## src/rtl/lrf_pkg.sv

```systemverilog
`default_nettype none
// ============================================================================
//  Module   : lrf_pkg
//  Purpose  : Shared constants and sizing helpers for the HSSIM fuse stage.
//             - DEL_SELECT_NEW : `del` byte value that selects the new pixel
//             - data_width()   : beat width from pixels per beat
//             - beats_per_frame(): beats in one square frame
//             - idx_width()    : counter width able to hold 0..n-1
//  Revision : 1.0  initial release
// ============================================================================
package lrf_pkg;

    // Any other `del` value, legal or not, keeps the old pixel.
    localparam logic [7:0] DEL_SELECT_NEW = 8'd255;

    function automatic int data_width(input int ppb);
        return 8 * ppb;
    endfunction

    function automatic int beats_per_frame(input int dim, input int ppb);
        return (dim * dim) / ppb;
    endfunction

    function automatic int idx_width(input int n);
        return (n > 1) ? $clog2(n) : 1;
    endfunction

endpackage
`default_nettype wire

```

## src/rtl/lrf_skid_buf.sv

```systemverilog
`default_nettype none
// ============================================================================
//  Module   : lrf_skid_buf
//  Purpose  : Two-entry valid/ready skid buffer (FIFO order) with occupancy.
//             Head entry drives the output directly so held data stays
//             stable while the consumer back-pressures.
//  Ports    : clk, aresetn (sync, active-low)
//             i_push / i_din      : write side (ignored when full w/o pop)
//             o_valid / i_ready   : read side handshake
//             o_dout              : head entry
//             o_occ               : current occupancy (0..2)
//  Revision : 1.0  initial release
// ============================================================================
module lrf_skid_buf #(
    parameter int WIDTH = 129
) (
    input  logic             clk,
    input  logic             aresetn,
    input  logic             i_push,
    input  logic [WIDTH-1:0] i_din,
    input  logic             i_ready,
    output logic             o_valid,
    output logic [WIDTH-1:0] o_dout,
    output logic [1:0]       o_occ
);

    logic [WIDTH-1:0] r_mem0;   // head
    logic [WIDTH-1:0] r_mem1;   // tail (only meaningful when occupancy is 2)
    logic [1:0]       r_occ;
    logic             w_pop;
    logic             w_push_ok;

    assign w_pop     = (r_occ != 2'd0) && i_ready;
    assign w_push_ok = i_push && ((r_occ != 2'd2) || w_pop);

    always_ff @(posedge clk) begin
        if (!aresetn) begin
            r_mem0 <= '0;
            r_mem1 <= '0;
            r_occ  <= 2'd0;
        end else begin
            case ({w_push_ok, w_pop})
                2'b10: begin
                    if (r_occ == 2'd0) r_mem0 <= i_din;
                    else               r_mem1 <= i_din;
                    r_occ <= r_occ + 2'd1;
                end
                2'b01: begin
                    r_mem0 <= r_mem1;
                    r_occ  <= r_occ - 2'd1;
                end
                2'b11: begin
                    // Occupancy unchanged; the incoming beat lands behind
                    // whatever remains after the pop.
                    if (r_occ == 2'd1) begin
                        r_mem0 <= i_din;
                    end else begin
                        r_mem0 <= r_mem1;
                        r_mem1 <= i_din;
                    end
                end
                default: ;
            endcase
        end
    end

    assign o_valid = (r_occ != 2'd0);
    assign o_dout  = r_mem0;
    assign o_occ   = r_occ;

endmodule
`default_nettype wire

```

## src/rtl/hssim_fuse.sv

```systemverilog
`default_nettype none
// ============================================================================
//  Module   : hssim_fuse
//  Purpose  : Consumer stage after the HSSIM decision unit. Delays raw old
//             and new pixel beats to line up with the HSSIM `del` map, picks
//             new (del==255) or old per pixel, and streams the fused frame
//             out through a skid buffer with end-of-frame marking. Produces
//             the shared `stall` that freezes HSSIM and upstream.
//  Ports    : clk, aresetn (sync, active-low)
//             s_valid/s_ready, s_old_pix, s_new_pix : input beats
//             del        : HSSIM decision, one byte per pixel
//             stall      : pipeline freeze (s_ready == ~stall)
//             m_data/m_valid/m_ready/m_last : fused output stream
//             frame_done : one-cycle pulse after the last beat handshakes
//             new_count  : per-frame count of new-selected pixels
//                          (only with HSSIM_FUSE_STATS_EN defined)
//  Options  : `define HSSIM_FUSE_STATS_EN to add the new_count statistic.
//  Revision : 1.0  initial release
// ============================================================================
module hssim_fuse
    import lrf_pkg::*;
#(
    parameter int PIXELS_PER_BEAT = 16,
    parameter int IMAGE_DIM       = 512,
    parameter int HSSIM_LATENCY   = 10,
    parameter int DATA_WIDTH      = data_width(PIXELS_PER_BEAT)
) (
    input  logic                  clk,
    input  logic                  aresetn,
    input  logic                  s_valid,
    output logic                  s_ready,
    input  logic [DATA_WIDTH-1:0] s_old_pix,
    input  logic [DATA_WIDTH-1:0] s_new_pix,
    input  logic [DATA_WIDTH-1:0] del,
    output logic                  stall,
    output logic [DATA_WIDTH-1:0] m_data,
    output logic                  m_valid,
    input  logic                  m_ready,
    output logic                  m_last,
    output logic                  frame_done
`ifdef HSSIM_FUSE_STATS_EN
    ,
    output logic [$clog2(IMAGE_DIM*IMAGE_DIM):0] new_count
`endif
);

    localparam int BEATS_PER_FRAME = beats_per_frame(IMAGE_DIM, PIXELS_PER_BEAT);
    localparam int IDX_W           = idx_width(BEATS_PER_FRAME);
    localparam logic [IDX_W-1:0] LAST_IDX = IDX_W'(BEATS_PER_FRAME - 1);
`ifdef HSSIM_FUSE_STATS_EN
    localparam int PC_W   = $clog2(PIXELS_PER_BEAT + 1);
    localparam int CNT_W  = $clog2(IMAGE_DIM * IMAGE_DIM) + 1;
    localparam int SKID_W = DATA_WIDTH + 1 + PC_W;
`else
    localparam int SKID_W = DATA_WIDTH + 1;
`endif

    logic                     r_stall;
    logic [HSSIM_LATENCY-1:0] r_dl_vld;
    logic [DATA_WIDTH-1:0]    r_dl_old [HSSIM_LATENCY];
    logic [DATA_WIDTH-1:0]    r_dl_new [HSSIM_LATENCY];
    logic                     w_last_vld;
    logic                     w_pre_last_vld;
    logic                     w_last_vld_nxt;
    logic [DATA_WIDTH-1:0]    w_fused;
    logic                     w_push;
    logic                     w_hs;
    logic                     w_tag_last;
    logic [IDX_W-1:0]         r_push_idx;
    logic [SKID_W-1:0]        w_skid_din;
    logic [SKID_W-1:0]        w_skid_dout;
    logic [1:0]               w_occ;
    logic [1:0]               w_occ_nxt;
    logic                     r_frame_done;

    // ------------------------------------------------------------------
    // Delay line: valid bits are reset, pixel payload is not.
    // ------------------------------------------------------------------
    always_ff @(posedge clk) begin
        if (!aresetn) begin
            r_dl_vld <= '0;
        end else if (!r_stall) begin
            r_dl_vld[0] <= s_valid;
            for (int k = 1; k < HSSIM_LATENCY; k++) begin
                r_dl_vld[k] <= r_dl_vld[k-1];
            end
        end
    end

    always_ff @(posedge clk) begin
        if (!r_stall) begin
            r_dl_old[0] <= s_old_pix;
            r_dl_new[0] <= s_new_pix;
            for (int k = 1; k < HSSIM_LATENCY; k++) begin
                r_dl_old[k] <= r_dl_old[k-1];
                r_dl_new[k] <= r_dl_new[k-1];
            end
        end
    end

    assign w_last_vld = r_dl_vld[HSSIM_LATENCY-1];

    // Valid bit that will sit in the last stage after this edge; used to
    // anticipate a push into a buffer that cannot drain.
    if (HSSIM_LATENCY > 1) begin : g_lat_multi
        assign w_pre_last_vld = r_dl_vld[HSSIM_LATENCY-2];
    end else begin : g_lat_single
        assign w_pre_last_vld = s_valid;
    end
    assign w_last_vld_nxt = r_stall ? w_last_vld : w_pre_last_vld;

    // ------------------------------------------------------------------
    // Per-pixel select at the last stage.
    // ------------------------------------------------------------------
    for (genvar j = 0; j < PIXELS_PER_BEAT; j++) begin : g_pix
        assign w_fused[j*8 +: 8] = (del[j*8 +: 8] == DEL_SELECT_NEW)
                                 ? r_dl_new[HSSIM_LATENCY-1][j*8 +: 8]
                                 : r_dl_old[HSSIM_LATENCY-1][j*8 +: 8];
    end

    assign w_push     = !r_stall && w_last_vld;
    assign w_hs       = m_valid && m_ready;
    // Beats are tagged on entry; FIFO order makes the push index equal to
    // the index the beat has when it is presented downstream.
    assign w_tag_last = (r_push_idx == LAST_IDX);

    always_ff @(posedge clk) begin
        if (!aresetn) begin
            r_push_idx <= '0;
        end else if (w_push) begin
            r_push_idx <= w_tag_last ? '0 : r_push_idx + IDX_W'(1);
        end
    end

    // ------------------------------------------------------------------
    // Output skid buffer
    // ------------------------------------------------------------------
`ifdef HSSIM_FUSE_STATS_EN
    logic [PC_W-1:0]  w_pc_in;
    logic [PC_W-1:0]  w_pc_out;
    logic [CNT_W-1:0] r_acc;
    logic [CNT_W-1:0] r_new_count;

    always_comb begin
        w_pc_in = '0;
        for (int j = 0; j < PIXELS_PER_BEAT; j++) begin
            if (del[j*8 +: 8] == DEL_SELECT_NEW) begin
                w_pc_in = w_pc_in + PC_W'(1);
            end
        end
    end

    // The per-beat count rides along with the beat so it is accumulated
    // at the output handshake, not at capture.
    assign w_skid_din = {w_pc_in, w_tag_last, w_fused};
    assign w_pc_out   = w_skid_dout[DATA_WIDTH+1 +: PC_W];

    always_ff @(posedge clk) begin
        if (!aresetn) begin
            r_acc       <= '0;
            r_new_count <= '0;
        end else if (w_hs) begin
            if (m_last) begin
                r_new_count <= r_acc + CNT_W'(w_pc_out);
                r_acc       <= '0;
            end else begin
                r_acc <= r_acc + CNT_W'(w_pc_out);
            end
        end
    end

    assign new_count = r_new_count;
`else
    assign w_skid_din = {w_tag_last, w_fused};
`endif

    lrf_skid_buf #(
        .WIDTH (SKID_W)
    ) u_skid (
        .clk     (clk),
        .aresetn (aresetn),
        .i_push  (w_push),
        .i_din   (w_skid_din),
        .i_ready (m_ready),
        .o_valid (m_valid),
        .o_dout  (w_skid_dout),
        .o_occ   (w_occ)
    );

    assign m_data = w_skid_dout[DATA_WIDTH-1:0];
    assign m_last = w_skid_dout[DATA_WIDTH];

    // ------------------------------------------------------------------
    // Stall: registered from next-cycle occupancy. A full buffer always
    // stalls; a single held entry stalls early when a beat is about to
    // reach the last stage and the consumer is not draining.
    // ------------------------------------------------------------------
    always_comb begin
        w_occ_nxt = w_occ;
        if (w_push && !w_hs) begin
            w_occ_nxt = w_occ + 2'd1;
        end else if (!w_push && w_hs) begin
            w_occ_nxt = w_occ - 2'd1;
        end
    end

    always_ff @(posedge clk) begin
        if (!aresetn) begin
            r_stall <= 1'b0;
        end else begin
            r_stall <= (w_occ_nxt == 2'd2)
                    || ((w_occ_nxt == 2'd1) && !m_ready && w_last_vld_nxt);
        end
    end

    always_ff @(posedge clk) begin
        if (!aresetn) begin
            r_frame_done <= 1'b0;
        end else begin
            r_frame_done <= w_hs && m_last;
        end
    end

    assign stall      = r_stall;
    assign s_ready    = !r_stall;
    assign frame_done = r_frame_done;

endmodule
`default_nettype wire

```

## config.mk

```make
export PLATFORM = sky130hd
export DESIGN_NAME = hssim_fuse
export DESIGN_NICKNAME = d
export VERILOG_FILES = /design/src/rtl/lrf_pkg.sv /design/src/rtl/lrf_skid_buf.sv /design/src/rtl/hssim_fuse.sv
export SDC_FILE = /design/constraint.sdc
export NUM_CORES = 2
export LEC_CHECK = 0
export CORE_ASPECT_RATIO = 1.4
export CORE_MARGIN = 1
export CORE_UTILIZATION = 60
export CTS_BUF_LIST = sky130_fd_sc_hd__clkbuf_4
export DETAILED_ROUTE_END_ITERATION = 8
export PLACE_DENSITY_LB_ADDON = 0.3
export SLEW_MARGIN = 20
export SYNTH_ARGS = -nofsm -noshare
export SYNTH_HDL_FRONTEND = slang
export SYNTH_HIERARCHICAL = 1
export SYNTH_SLANG_ARGS = --single-unit
```

## constraint.sdc

```tcl
create_clock -name clk -period 84.9 [get_ports clk]
set_input_delay 25.47 -clock clk [delete_from_list [all_inputs] [get_ports clk]]
set_output_delay 25.47 -clock clk [all_outputs]
set_load 0.01 [all_outputs]
```

==> flow_metrics.py <==
metrics = {
    "die": {
        "die_area_um2": 152000,
        "rows": 168,
        "start_util_pct": 60.4,
        "die_w_um": 330,
        "core_um2": 149000,
        "die_y_um": 461,
        "num_io_pins": 521,
    },
    "layout": {
        "areaGrowthSynthToFinish_pct": 17.2,
        "fin_util_pct": 70.7,
        "final_cells": 7660,
        "final.fill_count": 8882,
        "fin_nets": 5623,
        "final_layout_size_suffix_gt1_share_pct": 20.4,
    },
    "cts": {
        "postCtsSetupRepairBufs": 0,
        "cts_max_level": 6,
        "cts_max_path_buffers": 4,
        "cts_buffers": 633,
        "root_buffer": "clkbuf_4",
        "cts_sinks": 2846,
        "hold_buffers": 0,
        "ctsResizeCount": 0,
        "clock_latency_ns": 1.23,
        "clk_pin_slew_worst_paths_ns": 0.06,
        "cts_tree": "yes",
    },
    "placed_design": {
        "post-place-ws_ns": 56.34,
        "place_inst": 6546,
        "dpl.hpwl_mm": 74.7,
        "place.port_buffers": 520,
        "gp_congestion": 0.764,
    },
    "synth": {
        "synth_area_um2": 90200,
        "synth_cell_types": 43,
        "syn_area_per_cell_um2": 21.7,
        "ys_ff_latch": 2846,
        "synth_top_area_cell": "edfxtp_1",
        "synth_top_cells_by_area": "edfxtp_1 (85%), dfxtp_1 (6.3%), nand2_1 (2.2%)",
        "syn_nets": 4551,
        "yosysWarnings": 6,
        "ys.flop_type": "edfxtp_1",
        "synthArstFlopShare_pct": 0,
        "synth_edf_count": 2560,
        "synth_most_common_cell": "edfxtp_1",
        "synth_common_cells": "edfxtp_1 (2,560), nand2_1 (528), dfxtp_1 (286), a21boi_0 (129), a31oi_1 (129)",
        "yosysSeqAreaShare_pct": 91.6,
        "syn_inst": 4159,
        "yosys.area.top_type_share_pct": 85.2,
    },
    "power_and_ir_drop": {
        "p_leak_nw": 38.1,
        "vdd_ir_drop_max_uv": 20.0,
        "p_per_area_nw_per_um2": 30.3,
        "power_mw": 3.20,
    },
    "sta": {
        "rsz0062_at_grt": "no",
        "setup_tns_ns": 0,
        "finalHoldViolCount": 0,
        "slew_viol_final": 0,
        "fin_worst_skew_ns": 0.109,
        "slew_headroom_pct": 20.5,
        "setup_violations": 0,
        "worst_slew_pin_slew_ns": 1.19,
        "fmax_mhz": 35.2,
        "fin_ws_ns": 56.50,
        "fin_crit_ns": 28.40,
        "fin_crit_sh_pct": 33.5,
    },
    "detailed_routing": {
        "post-route-drc-count": 0,
        "num_vias": 39053,
        "first_iter_violations": 2733,
        "wl_mm": 135,
        "dr.pass1.iters": 6,
        "wl_per_cell_um": 17.6,
        "via_per_inst": 5.10,
        "ant_nets": 0,
    },
    "flow_run": {
        "drv_cap": 0,
    },
    "critical_path": {
        "cp.required_ns": 59.43,
        "r2r_slack_ns": 79.40,
        "critPathLaunchType": "flop",
        "critical_path_class": "flop to primary output",
        "r2r_end": "r_dl_old[0][28]$_DFFE_PN_",
        "cp_max_fo": 32,
        "r2r-start": "stall$_SDFF_PN0_",
        "worst-endpoint-arrival_ns": 2.93,
        "endpoint_kind": "primary output",
        "rr_worst_depth": 6,
    },
    "hold_path": {
        "hold_path_depth": 0,
        "hold_path_class": "flop to flop",
        "holdPathEnd": "r_dl_old[7][87]$_DFFE_PN_",
        "hold_path.startpoint": "r_dl_old[6][87]$_DFFE_PN_",
    },
    "run_status": {
        "status": "complete, no violations",
    },
    "global_routing": {
        "grt_max_degree": 235,
        "grt_overflow": 0,
        "track_usage_pct": 17.7,
        "grt_pass1_wl_mm": 203,
        "antenna_found_initial": 7,
        "grt_pass1_vias": 39547,
    },
}
per-layer routing:
metal	wire length (µm)	GRT usage (%)
met4	3200	8.65
met5	0	0
met3	11700	6.88
met1	56300	22.2
met2	63600	26.9
cells by family after synthesis:
family | share of synthesized area, %
AOI/OAI and AO/OA | 2.82
xor gates and xnor gates | 0.116
adders and majority gates | 0.0555
buffers and inverters | 0.864
DFF | 91.6
muxes | 1.73
and+or+nand+nor | 2.86
how the worst max path moves through the flow:
stage,slack (ns),to,from,cells past startpoint
2_1_floorplan,9.83,s_ready,stall$_SDFF_PN0_,1
3_3_place_gp,56.52,u_skid/r_mem1[20]$_SDFFE_PN0P_,m_ready,6
4_1_cts,56.18,s_ready,stall$_SDFF_PN0_,2
6_report,56.50,s_ready,stall$_SDFF_PN0_,2
3_5_place_dp,56.34,u_skid/r_mem1[23]$_SDFFE_PN0P_,m_ready,6
5_1_grt,56.16,s_ready,stall$_SDFF_PN0_,2
critical path, stage by stage (launching register included):
cell and delay, ns:
dfxtp_1 0.87, inv_8 0.26, clkdlybuf4s50_1 0.58
where the power goes:
| group | leakage (nW) | switching [mW] | internal, mW | total, mW |
|---|---|---|---|---|
| Clock | 4.78 | 0.479 | 0.545 | 1.02 |
| Combinational | 4.15 | 0.106 | 0.0659 | 0.172 |
| Sequential | 29.1 | 0.0864 | 1.92 | 2.01 |
cell usage in the layout (no fill, tap or decap), types with 3 or more instances in the layout:
master / n
nor2b_1: 10
o21ai_0: 47
a31oi_1: 129
buf_12: 7
ha_1: 4
clkinvlp_4: 10
dfxtp_1: 286
a21boi_0: 129
clkbuf_4: 928
clkinv_1: 118
inv_2: 11
xor2_1: 6
edfxtp_1: 2560
inv_1: 5
clkdlybuf4s50_1: 519
a21oi_1: 4
nand4_1: 38
buf_4: 20
bufinv_16: 14
buf_6: 5
nand2_1: 527
and2_1: 6
o21ai_1: 87
mux2i_1: 12
xnor2_1: 6
clkinv_2: 14
or3_1: 3
buf_16: 4
diode_2: 8
nor2_2: 4
mux2_2: 128
clkinv_4: 4
nor2_1: 20
sequential cells by signal (all words and copies together), names as in the netlist:
name,cells
u_skid/o_dout,129
u_skid/r_mem1,129
u_skid/o_occ,2
frame_done,1
r_push_idx,14
stall,1
r_dl_vld,10
r_dl_new,1280
r_dl_old,1280
final cells by class:
class | count | area (µm²) | area share [%]
clock inverters | 173 | 1100 | 1.04
well taps | 1955 | 2450 | 2.31
multi-input cells | 1188 | 6880 | 6.51
flip-flops and latches | 2846 | 82600 | 78.1
clock buffers | 928 | 6970 | 6.59
diodes | 8 | 20.0 | 0.0189
repair buffers | 556 | 5670 | 5.36
inverters | 6 | 30.0 | 0.0284
metrics by stage:
step	area [µm²]	hold WS [ns]
6_report	106000	0.330
5_1_grt	106000	0.322
4_1_cts	106000	0.328
3_5_place_dp	97500	0.405
3_3_place_gp	97500	0.400
2_1_floorplan	90200	0.400
No activity file was read; power rests on OpenSTA's default activity.
